$ cat src/rtl/cam_capture_ctrl_pkg.sv
// Shared types and default constants for the camera capture controller.
// State encodings are fixed: IDLE=0, ARM=1, CAPTURE=2.
package cam_capture_ctrl_pkg;

   localparam int unsigned PIX_W      = 16;
   localparam int unsigned DEF_WIN_W  = 160;
   localparam int unsigned DEF_WIN_H  = 120;
   localparam int unsigned DEF_ADDR_W = 15;
   localparam int unsigned DEF_CNT_W  = 11;

   typedef enum logic [1:0] {
      IDLE    = 2'd0,
      ARM     = 2'd1,
      CAPTURE = 2'd2
   } cap_state_e;

endpackage : cam_capture_ctrl_pkg

$ cat src/rtl/cam_win_counter.sv
// Camera-frame x/y position counters and crop-window qualifier.
// CAM_DECIMATE_EN: only even-x/even-y pixels qualify; window spans 2*WIN_W x 2*WIN_H.
module cam_win_counter
   import cam_capture_ctrl_pkg::*;
#(
   parameter int unsigned WIN_W = DEF_WIN_W,
   parameter int unsigned WIN_H = DEF_WIN_H,
   parameter int unsigned CNT_W = DEF_CNT_W
) (
   input  logic             clk,
   input  logic             rst,
   input  logic             clr,
   input  logic             new_pixel,
   input  logic             end_line,
   input  logic [CNT_W-1:0] x_off,
   input  logic [CNT_W-1:0] y_off,
   output logic             in_win_c
);

   localparam int unsigned CMP_W = CNT_W + 1;
`ifdef CAM_DECIMATE_EN
   localparam int unsigned SPAN_X = 2 * WIN_W;
   localparam int unsigned SPAN_Y = 2 * WIN_H;
`else
   localparam int unsigned SPAN_X = WIN_W;
   localparam int unsigned SPAN_Y = WIN_H;
`endif
   localparam logic [CNT_W-1:0] CNT_MAX = '1;

   logic [CNT_W-1:0] x_q, x_d;
   logic [CNT_W-1:0] y_q, y_d;
   logic             cand_c;
   logic             in_x_c;
   logic             in_y_c;

   // Saturating position counters; end_line overrides a same-cycle pixel increment
   always_comb begin
      x_d = x_q;
      y_d = y_q;
      if (clr) begin
         x_d = '0;
         y_d = '0;
      end else if (end_line) begin
         x_d = '0;
         if (y_q != CNT_MAX) y_d = y_q + CNT_W'(1);
      end else if (new_pixel) begin
         if (x_q != CNT_MAX) x_d = x_q + CNT_W'(1);
      end
   end

   always_ff @(posedge clk or negedge rst) begin
      if (!rst) begin
         x_q <= '0;
         y_q <= '0;
      end else begin
         x_q <= x_d;
         y_q <= y_d;
      end
   end

   // One extra bit keeps offset + span from wrapping
   always_comb begin
`ifdef CAM_DECIMATE_EN
      cand_c = ~x_q[0] & ~y_q[0];
`else
      cand_c = 1'b1;
`endif
      in_x_c = ({1'b0, x_q} >= {1'b0, x_off}) &&
               ({1'b0, x_q} <  ({1'b0, x_off} + CMP_W'(SPAN_X)));
      in_y_c = ({1'b0, y_q} >= {1'b0, y_off}) &&
               ({1'b0, y_q} <  ({1'b0, y_off} + CMP_W'(SPAN_Y)));
      in_win_c = cand_c & in_x_c & in_y_c;
   end

endmodule : cam_win_counter

$ cat src/rtl/cam_capture_ctrl.sv
// Frame-aligned windowed capture of the camera pixel stream into linear frame-buffer writes.
// Optional CAM_DECIMATE_EN (in cam_win_counter) selects 2:1 decimation in both axes.
module cam_capture_ctrl
   import cam_capture_ctrl_pkg::*;
#(
   parameter int unsigned WIN_W  = DEF_WIN_W,
   parameter int unsigned WIN_H  = DEF_WIN_H,
   parameter int unsigned ADDR_W = DEF_ADDR_W,
   parameter int unsigned CNT_W  = DEF_CNT_W
) (
   input  logic              clk,
   input  logic              rst,
   input  logic              start,
   input  logic              continuous,
   input  logic              abort,
   input  logic [CNT_W-1:0]  x_off,
   input  logic [CNT_W-1:0]  y_off,
   input  logic              end_frame,
   input  logic              end_line,
   input  logic              new_pixel,
   input  logic [PIX_W-1:0]  pixel,
   output logic              fb_we,
   output logic [ADDR_W-1:0] fb_addr,
   output logic [PIX_W-1:0]  fb_data,
   output logic              busy,
   output logic              frame_done,
   output logic              short_frame,
   output logic [7:0]        frame_cnt
);

   localparam int unsigned    FRAME_PIX = WIN_W * WIN_H;
   localparam int unsigned    PTR_W     = ADDR_W + 1;
   localparam logic [PTR_W-1:0] PTR_FULL = PTR_W'(FRAME_PIX);

   cap_state_e        state_q, state_d;
   logic              cont_q, cont_d;
   logic [CNT_W-1:0]  x_off_q, x_off_d;
   logic [CNT_W-1:0]  y_off_q, y_off_d;
   logic [PTR_W-1:0]  wr_ptr_q, wr_ptr_d;
   logic              fb_we_q, fb_we_d;
   logic [ADDR_W-1:0] fb_addr_q, fb_addr_d;
   logic [PIX_W-1:0]  fb_data_q, fb_data_d;
   logic              busy_q, busy_d;
   logic              frame_done_q, frame_done_d;
   logic              short_frame_q, short_frame_d;
   logic [7:0]        frame_cnt_q, frame_cnt_d;

   logic              in_win_c;
   logic              cnt_clr_c;
   logic              wr_c;
   logic [PTR_W-1:0]  ptr_after_c;

   assign cnt_clr_c = (state_q != CAPTURE) | abort | end_frame;

   cam_win_counter #(
      .WIN_W (WIN_W),
      .WIN_H (WIN_H),
      .CNT_W (CNT_W)
   ) u_win (
      .clk       (clk),
      .rst       (rst),
      .clr       (cnt_clr_c),
      .new_pixel (new_pixel),
      .end_line  (end_line),
      .x_off     (x_off_q),
      .y_off     (y_off_q),
      .in_win_c  (in_win_c)
   );

   // Next-state, write issue and frame bookkeeping
   always_comb begin
      state_d       = state_q;
      cont_d        = cont_q;
      x_off_d       = x_off_q;
      y_off_d       = y_off_q;
      wr_ptr_d      = wr_ptr_q;
      fb_we_d       = 1'b0;
      fb_addr_d     = fb_addr_q;
      fb_data_d     = fb_data_q;
      frame_done_d  = 1'b0;
      short_frame_d = short_frame_q;
      frame_cnt_d   = frame_cnt_q;

      // The pixel is handled before any line/frame update in the same cycle
      wr_c = (state_q == CAPTURE) && !abort && new_pixel && in_win_c &&
             (wr_ptr_q < PTR_FULL);
      ptr_after_c = wr_c ? (wr_ptr_q + PTR_W'(1)) : wr_ptr_q;
      if (wr_c) begin
         fb_we_d   = 1'b1;
         fb_addr_d = ADDR_W'(wr_ptr_q);
         fb_data_d = pixel;
         wr_ptr_d  = ptr_after_c;
      end

      unique case (state_q)
         IDLE: begin
            if (start && !abort) begin
               state_d       = ARM;
               cont_d        = continuous;
               x_off_d       = x_off;
               y_off_d       = y_off;
               short_frame_d = 1'b0;
               frame_cnt_d   = 8'd0;
               wr_ptr_d      = '0;
            end
         end
         ARM: begin
            wr_ptr_d = '0;
            if (abort)          state_d = IDLE;
            else if (end_frame) state_d = CAPTURE;
         end
         CAPTURE: begin
            if (abort) begin
               state_d  = IDLE;
               wr_ptr_d = '0;
            end else if (end_frame) begin
               frame_done_d  = 1'b1;
               frame_cnt_d   = frame_cnt_q + 8'd1;
               short_frame_d = short_frame_q | (ptr_after_c != PTR_FULL);
               wr_ptr_d      = '0;
               state_d       = cont_q ? CAPTURE : IDLE;
            end
         end
         default: state_d = IDLE;
      endcase

      busy_d = (state_d != IDLE);
   end

   always_ff @(posedge clk or negedge rst) begin
      if (!rst) begin
         state_q       <= IDLE;
         cont_q        <= 1'b0;
         x_off_q       <= '0;
         y_off_q       <= '0;
         wr_ptr_q      <= '0;
         fb_we_q       <= 1'b0;
         fb_addr_q     <= '0;
         fb_data_q     <= '0;
         busy_q        <= 1'b0;
         frame_done_q  <= 1'b0;
         short_frame_q <= 1'b0;
         frame_cnt_q   <= 8'd0;
      end else begin
         state_q       <= state_d;
         cont_q        <= cont_d;
         x_off_q       <= x_off_d;
         y_off_q       <= y_off_d;
         wr_ptr_q      <= wr_ptr_d;
         fb_we_q       <= fb_we_d;
         fb_addr_q     <= fb_addr_d;
         fb_data_q     <= fb_data_d;
         busy_q        <= busy_d;
         frame_done_q  <= frame_done_d;
         short_frame_q <= short_frame_d;
         frame_cnt_q   <= frame_cnt_d;
      end
   end

   assign fb_we       = fb_we_q;
   assign fb_addr     = fb_addr_q;
   assign fb_data     = fb_data_q;
   assign busy        = busy_q;
   assign frame_done  = frame_done_q;
   assign short_frame = short_frame_q;
   assign frame_cnt   = frame_cnt_q;

endmodule : cam_capture_ctrl
$ cat config.mk
export PLATFORM = sky130hd
export DESIGN_NAME = cam_capture_ctrl
export DESIGN_NICKNAME = d
export VERILOG_FILES = /design/src/rtl/cam_capture_ctrl_pkg.sv /design/src/rtl/cam_win_counter.sv /design/src/rtl/cam_capture_ctrl.sv
export SDC_FILE = /design/constraint.sdc
export NUM_CORES = 1
export LEC_CHECK = 0
export BUFFER_PORTS_ARGS = -buffer_cell sky130_fd_sc_hd__buf_2
export CORE_MARGIN = 2
export CORE_UTILIZATION = 45
export DETAILED_ROUTE_END_ITERATION = 7
export GPL_ROUTABILITY_DRIVEN = 0
export MAX_ROUTING_LAYER = met4
export PLACE_DENSITY_LB_ADDON = 0.15
export RECOVER_POWER = 50
export SETUP_SLACK_MARGIN = 0.5
export SYNTH_ARGS = -nofsm -noshare
export SYNTH_HDL_FRONTEND = slang
export SYNTH_SLANG_ARGS = --single-unit
$ cat constraint.sdc
create_clock -name clk -period 9.3 [get_ports clk]
set_input_delay 1.86 -clock clk [delete_from_list [all_inputs] [get_ports clk]]
set_output_delay 1.86 -clock clk [all_outputs]
set_load 0.01 [all_outputs]
## Word level (Yosys, flattened, before mapping)

Index checks and enable logic that the tools add are counted.

| storage, ports and cells | value |
|---|---|
| logic and storage cells | 89 |
| register bits after elaboration | 106 |
| output and inout bits | 43 |

| operators by class | value |
|---|---|
| equal/unequal tests | 9 |
| bitwise logic cells | 4 |
| reductions and logical operators | 19 |
| magnitude comparators | 5 |
| add/subtract/negate cells | 6 |
| multiplexer cells | 32 |

Operators by type and width:

| operator | count |
|---|---|
| $mux W16 | 5 |
| $mux W11 | 7 |
| $pmux W16 S3 | 1 |
| $lt A11 B12 Y1 | 2 |
| $mux W8 | 3 |
| $add A11 B1 Y11 const B | 2 |
| $ge A11 B11 Y1 | 2 |
| $ne A11 B11 Y1 const B | 2 |
| $add A16 B1 Y16 const B | 1 |
| $lt A16 B15 Y1 const B | 1 |
| $ne A16 B15 Y1 const B | 1 |
| $pmux W8 S2 | 1 |
| $add A11 B7 Y12 const B | 1 |
| $add A11 B8 Y12 const B | 1 |
| $mux W2 | 6 |
| $add A8 B1 Y8 const B | 1 |
| $ne A2 B2 Y1 const B | 4 |
| $reduce_bool A2 Y1 | 4 |
| $logic_and A1 B1 Y1 | 7 |
| $mux W1 | 7 |
| $pmux W2 S3 | 1 |
| $reduce_and A2 Y1 | 3 |
| $reduce_bool A3 Y1 | 2 |
| $reduce_and A4 Y1 | 1 |
| 7 further kinds | 9 |

## Logic depth before layout (Yosys ltp)

| depth | value |
|---|---|
| depth after elaboration | 12 |
| depth in mapped cells | 17 |

## Modules after synthesis

A second synthesis with hierarchy kept.

| second synthesis, totals | value |
|---|---|
| cell total of the unflattened synthesis | 618 |
| area total of the unflattened synthesis | 5,944.5 um2 |

By module, submodules not included:

| module | area an instance (um2) | sequential area each (um2) | cells each | instances |
|---|---|---|---|---|
| cam_capture_ctrl | 3,772.4 | 2,102.0 | 364 | 1 |
| cam_win_counter | 2,172.1 | 550.5 | 254 | 1 |

## Worst setup path before layout

Ideal clock, no wire load.

| timing | value |
|---|---|
| path type | input port to flip-flop |
| start | input abort |
| end | register short_frame_q, in the netlist short_frame |
| data arrival time | 3,609 ps |
| stages on the path | 8 |
| path buffers | 0 |
| path slack | 5,559 ps |
| required time | 9,168 ps |
| path through | nor3b_1 nand4b_1 nor3_2 nand4b_1 or4_1 a22o_1 nor4_2 a31oi_1 |

| on the way | value |
|---|---|
| cells in the longest elaborated chain, start to end | 11 |
| elaborated cells between the ends (all ways) | 15 |
| classes of those cells | eq/ne: 3; mux: 4; bitwise: 1; reduce/logical: 7 |

Ends and longest elaborated chain:

| what | RTL line | RTL |
|---|---|---|
| start: declaration | cam_capture_ctrl.sv:15 | `input logic abort,` |
| $logic_not A1 Y1 | cam_capture_ctrl.sv:85, cam_capture_ctrl.sv:97 |  |
| $logic_and A1 B1 Y1 (4 in a row) | cam_capture_ctrl.sv:85 | `wr_c = (state_q == CAPTURE) && !abort && new_pixel && in_win_c &&` |
| $mux W16 | cam_capture_ctrl.sv:87 | `ptr_after_c = wr_c ? (wr_ptr_q + PTR_W'(1)) : wr_ptr_q;` |
| $ne A16 B15 Y1 | cam_capture_ctrl.sv:119 | `short_frame_d = short_frame_q \| (ptr_after_c != PTR_FULL);` |
| $or A1 B1 Y1 | cam_capture_ctrl.sv:119 |  |
| $mux W1 | cam_capture_ctrl.sv:116 | `end else if (end_frame) begin` |
| $mux W1 | cam_capture_ctrl.sv:113 | `if (abort) begin` |
| $pmux W1 S2 | cam_capture_ctrl.sv:95 | `unique case (state_q)` |
| end signal: assignment | cam_capture_ctrl.sv:155 | `short_frame_q <= short_frame_d;` |
| end: declaration | cam_capture_ctrl.sv:45 | `logic short_frame_q, short_frame_d;` |

Parallel ways exist; a longest one is shown, timed or not. The select of a mux whose other input is x is not followed.
A chain may end at the register's enable or synchronous reset.

## Final worst setup path

Same ends and word-level chain as after synthesis.

==> impl_metrics.ini <==
[detailed_routing]
vias_per_cell = 5.22
routed_wire_length_per_instance_um = 14.6
route.vias.total = 4299
finalWirelength_um = 12000
detailed_router_s_first_iteration_violation_count = 147
route.detailed.drc = 0
drt_first_pass_iters = 4
postRouteAntennaNets = 0

[clock_tree]
cts.reportedPaths.clkPinSlew_ps = 70
cts.sink_count = 106
clockRootBuffer = clkbuf_16
clk_latency_ps = 350
cts_buffers = 9
cts_resized = 0
cts_post_setup_buffers_inserted = 0
holdBufCountCts = 0
h-tree-depth = 3
clock_tree_from_tritoncts = done
clk_path_buf_depth = 2

[timing]
fmax_mhz = 220
post-route-period-util = 0.490
setup_total_negative_slack_ps = 0
slew_violations = 50
worst_pin_slew_ps = 2720
final_period_minus_worst_setup_slack_ps = 4550
final.setup_skew_ps = 6.83
hold_violations = 0
worst_max_slew_margin_expressed_relative_to_the_limit = -0.814
worst_hold_slack_ps = 506
final-setup-viol-count = 0
unrepaired_setup_endpoints_after_global_routing = no
timing.final.ws_setup_ps = 4750

[setup_path]
worstSetupStartpointType = primary input
crit_chain = clkbuf_1 -> nor3b_1 -> nand4b_1 -> nor3_2 -> nand4b_1 -> nor2_4 -> mux2i_1 -> nor4_2 -> a31oi_1
arrival_ps = 4780
worst-endpoint-required_ps = 9530
cell_repeated_most_along_the_worst_path = nand4b_1
crit_path_end_kind = flop
timing.critical_path.slowest_stage_cell = nor2_4
criticalPathCategory = primary input to flop
largest_stage_delay_worst_path_ps = 1000
timing.critical_path.fanout_max = 38

[logic_synthesis]
most_frequently_used_cell_type_in_the_post_synthesis_netlist = dfrtp_1
synth.largest_area_cell = dfrtp_1
yosysWarnings = 0
synth_area_um2 = 5700
gate_count_of_the_mapped_netlist = 561
synth_fp_nets = 649
synth.top_cells.by_area = dfrtp_1 (47%), ha_1 (9.2%), mux2_2 (6.5%)
ys_async_sr_fraction = 1.00
postSynthAreaPerCell_um2 = 10.2
fraction_of_post_synthesis_cell_area_in_the_top_cell_type_by_area = 0.465
yosys.cell_types.count = 56
synth-main-ff-cell = dfrtp_1
part_of_the_yosys_area_used_for_sequential_elements = 0.465
post_synth_most_frequent_cells = dfrtp_1 (106), nor2_1 (55), nand2_1 (46)
synth-edff-count = 0
synth-seq-cells = 106

[status]
violations = max-capacitance violations, max-slew violations
outcome = finished, violations left

[global_routing]
grt_util_overall = 0.193
vias_in_the_first_global_route = 4137
grt_overflow_total = 0
global_route_wire_length_before_repair_um = 19800
antenna_violations_before_repair = 0
grt_max_degree = 59

[die]
io_pins = 89
core_region_area_um2 = 12500
die_height_um = 117
die_x_um = 117
floorplan.die_area_um2 = 13600
row_count = 41
floorplan.initialDensity = 0.455

[place]
placement.setup.worst_slack_ps = 4350
dpl_hpwl_um = 8740
port_buffers = 88
post_dp_cell_area_um2 = 6330

[final_layout]
fraction_of_final_layout_cells_sized_beyond_drive_strength_1 = 0.153
multiInputGateArea_um2 = 2870
final_cell_utilization_of_the_core = 0.525
design.final.nets = 735
layout.area.seq_um2 = 2650
syn_to_final_growth_pct = 15.3
fillCellCount = 1250
finalInstanceArea_um2 = 6570
antennaDiodeCount = 0

[run]
cap_violations = 1

[power_and_ir_drop]
vdd_ir_drop_max_mv = 0.142
power.density_nw_per_um2 = 160
total_leakage_power_nw = 3.08

[min_path]
hp_class = flop to flop
## area by class of cell
| cell class | instances | share of cell area |
|---|---|---|
| tap | 172 | 0.0327 |
| inverter | 30 | 0.0171 |
| clock buffer | 10 | 0.0364 |
| sequential | 106 | 0.404 |
| timing repair buffer | 92 | 0.0611 |
| clock inverter | 6 | 0.0120 |
| multi-input combinational | 408 | 0.437 |
## cells by family (layout without fill, tap and decap cells)
kind of cell,after synthesis,after routing,synth area share
muxes,38,38,0.0740
AOI/OAI and AO/OA,98,98,0.106
and+or+nand+nor,185,185,0.161
buffers and inverters,47,138,0.0320
DFF,106,106,0.465
adders and majority gates,42,42,0.0922
xor gates and xnor gates,45,45,0.0691
## stage by stage
stage	std cells	power, mW
4_1_cts	824	1.07
5_1_grt	824	1.11
6_report	824	1.05
3_5_place_dp	808	0.657
3_3_place_gp	808	0.651
2_1_floorplan	561	0.604
## power by group
part           total [mW]  switching [mW]  internal, mW
Clock               0.406           0.183         0.222
Sequential          0.498          0.0156         0.482
Combinational       0.148          0.0863        0.0612
## state kept, by name, summed over array words and instances, names as in the netlist
name,flops
busy,1
cont_q,1
fb_addr,15
fb_data,16
fb_we,1
frame_cnt,8
frame_done,1
short_frame,1
state_q,2
u_win.x_q,11
u_win.y_q,11
wr_ptr_q,16
x_off_q,11
y_off_q,11
## layer usage
| layer | global-route usage | vias up | part of all wire |
|---|---|---|---|
| met5 | - | - | 0 |
| li1 | - | 2133 | - |
| met3 | 0.0535 | 11 | 0.040 |
| met4 | 0.0455 | 0 | 0.0087 |
| met2 | 0.307 | 71 | 0.49 |
| met1 | 0.246 | 2084 | 0.46 |
## worst max-delay path: cells and delay by family
| kind | cells | cell delay, ps |
|---|---|---|
| buffers and inverters | 1 | 140 |
| AND/OR/NAND/NOR | 6 | 2460 |
| multiplexers | 1 | 210 |
| AO/OA/AOI/OAI | 1 | 110 |
## layout by cell type, fill, tap and decap left out, types with 18 or more instances in the layout
cell      Yosys  layout
xnor2_1      22      22
clkbuf_1     11      49
xor2_1       23      23
ha_1         42      42
dfrtp_1     106     106
nand3_1      18      18
nand2_1      46      46
nor2_1       55      54
inv_1        30      30
mux2_2       33      33
a21oi_1      30      30
o21ai_0      32      32
buf_2         5      42
## final timing paths
kind / startpoint / cells past startpoint / slack, ps / endpoint
max: abort / 9 / 4750 / short_frame$_DFFE_PN0P_
min: fb_addr[8]$_DFFE_PN0N_ / 1 / 510 / fb_addr[8]$_DFFE_PN0N_
max reg2reg: y_off_q[3]$_DFFE_PN0P_ / 13 / 4860 / short_frame$_DFFE_PN0P_
min reg2reg: fb_addr[8]$_DFFE_PN0N_ / 1 / 510 / fb_addr[8]$_DFFE_PN0N_
max in group asynchronous: rst / 2 / 5070 / wr_ptr_q[11]$_DFF_PN0_
min in group asynchronous: rst / 1 / 2360 / x_off_q[5]$_DFFE_PN0P_
Power figures use the tool's default switching activity.
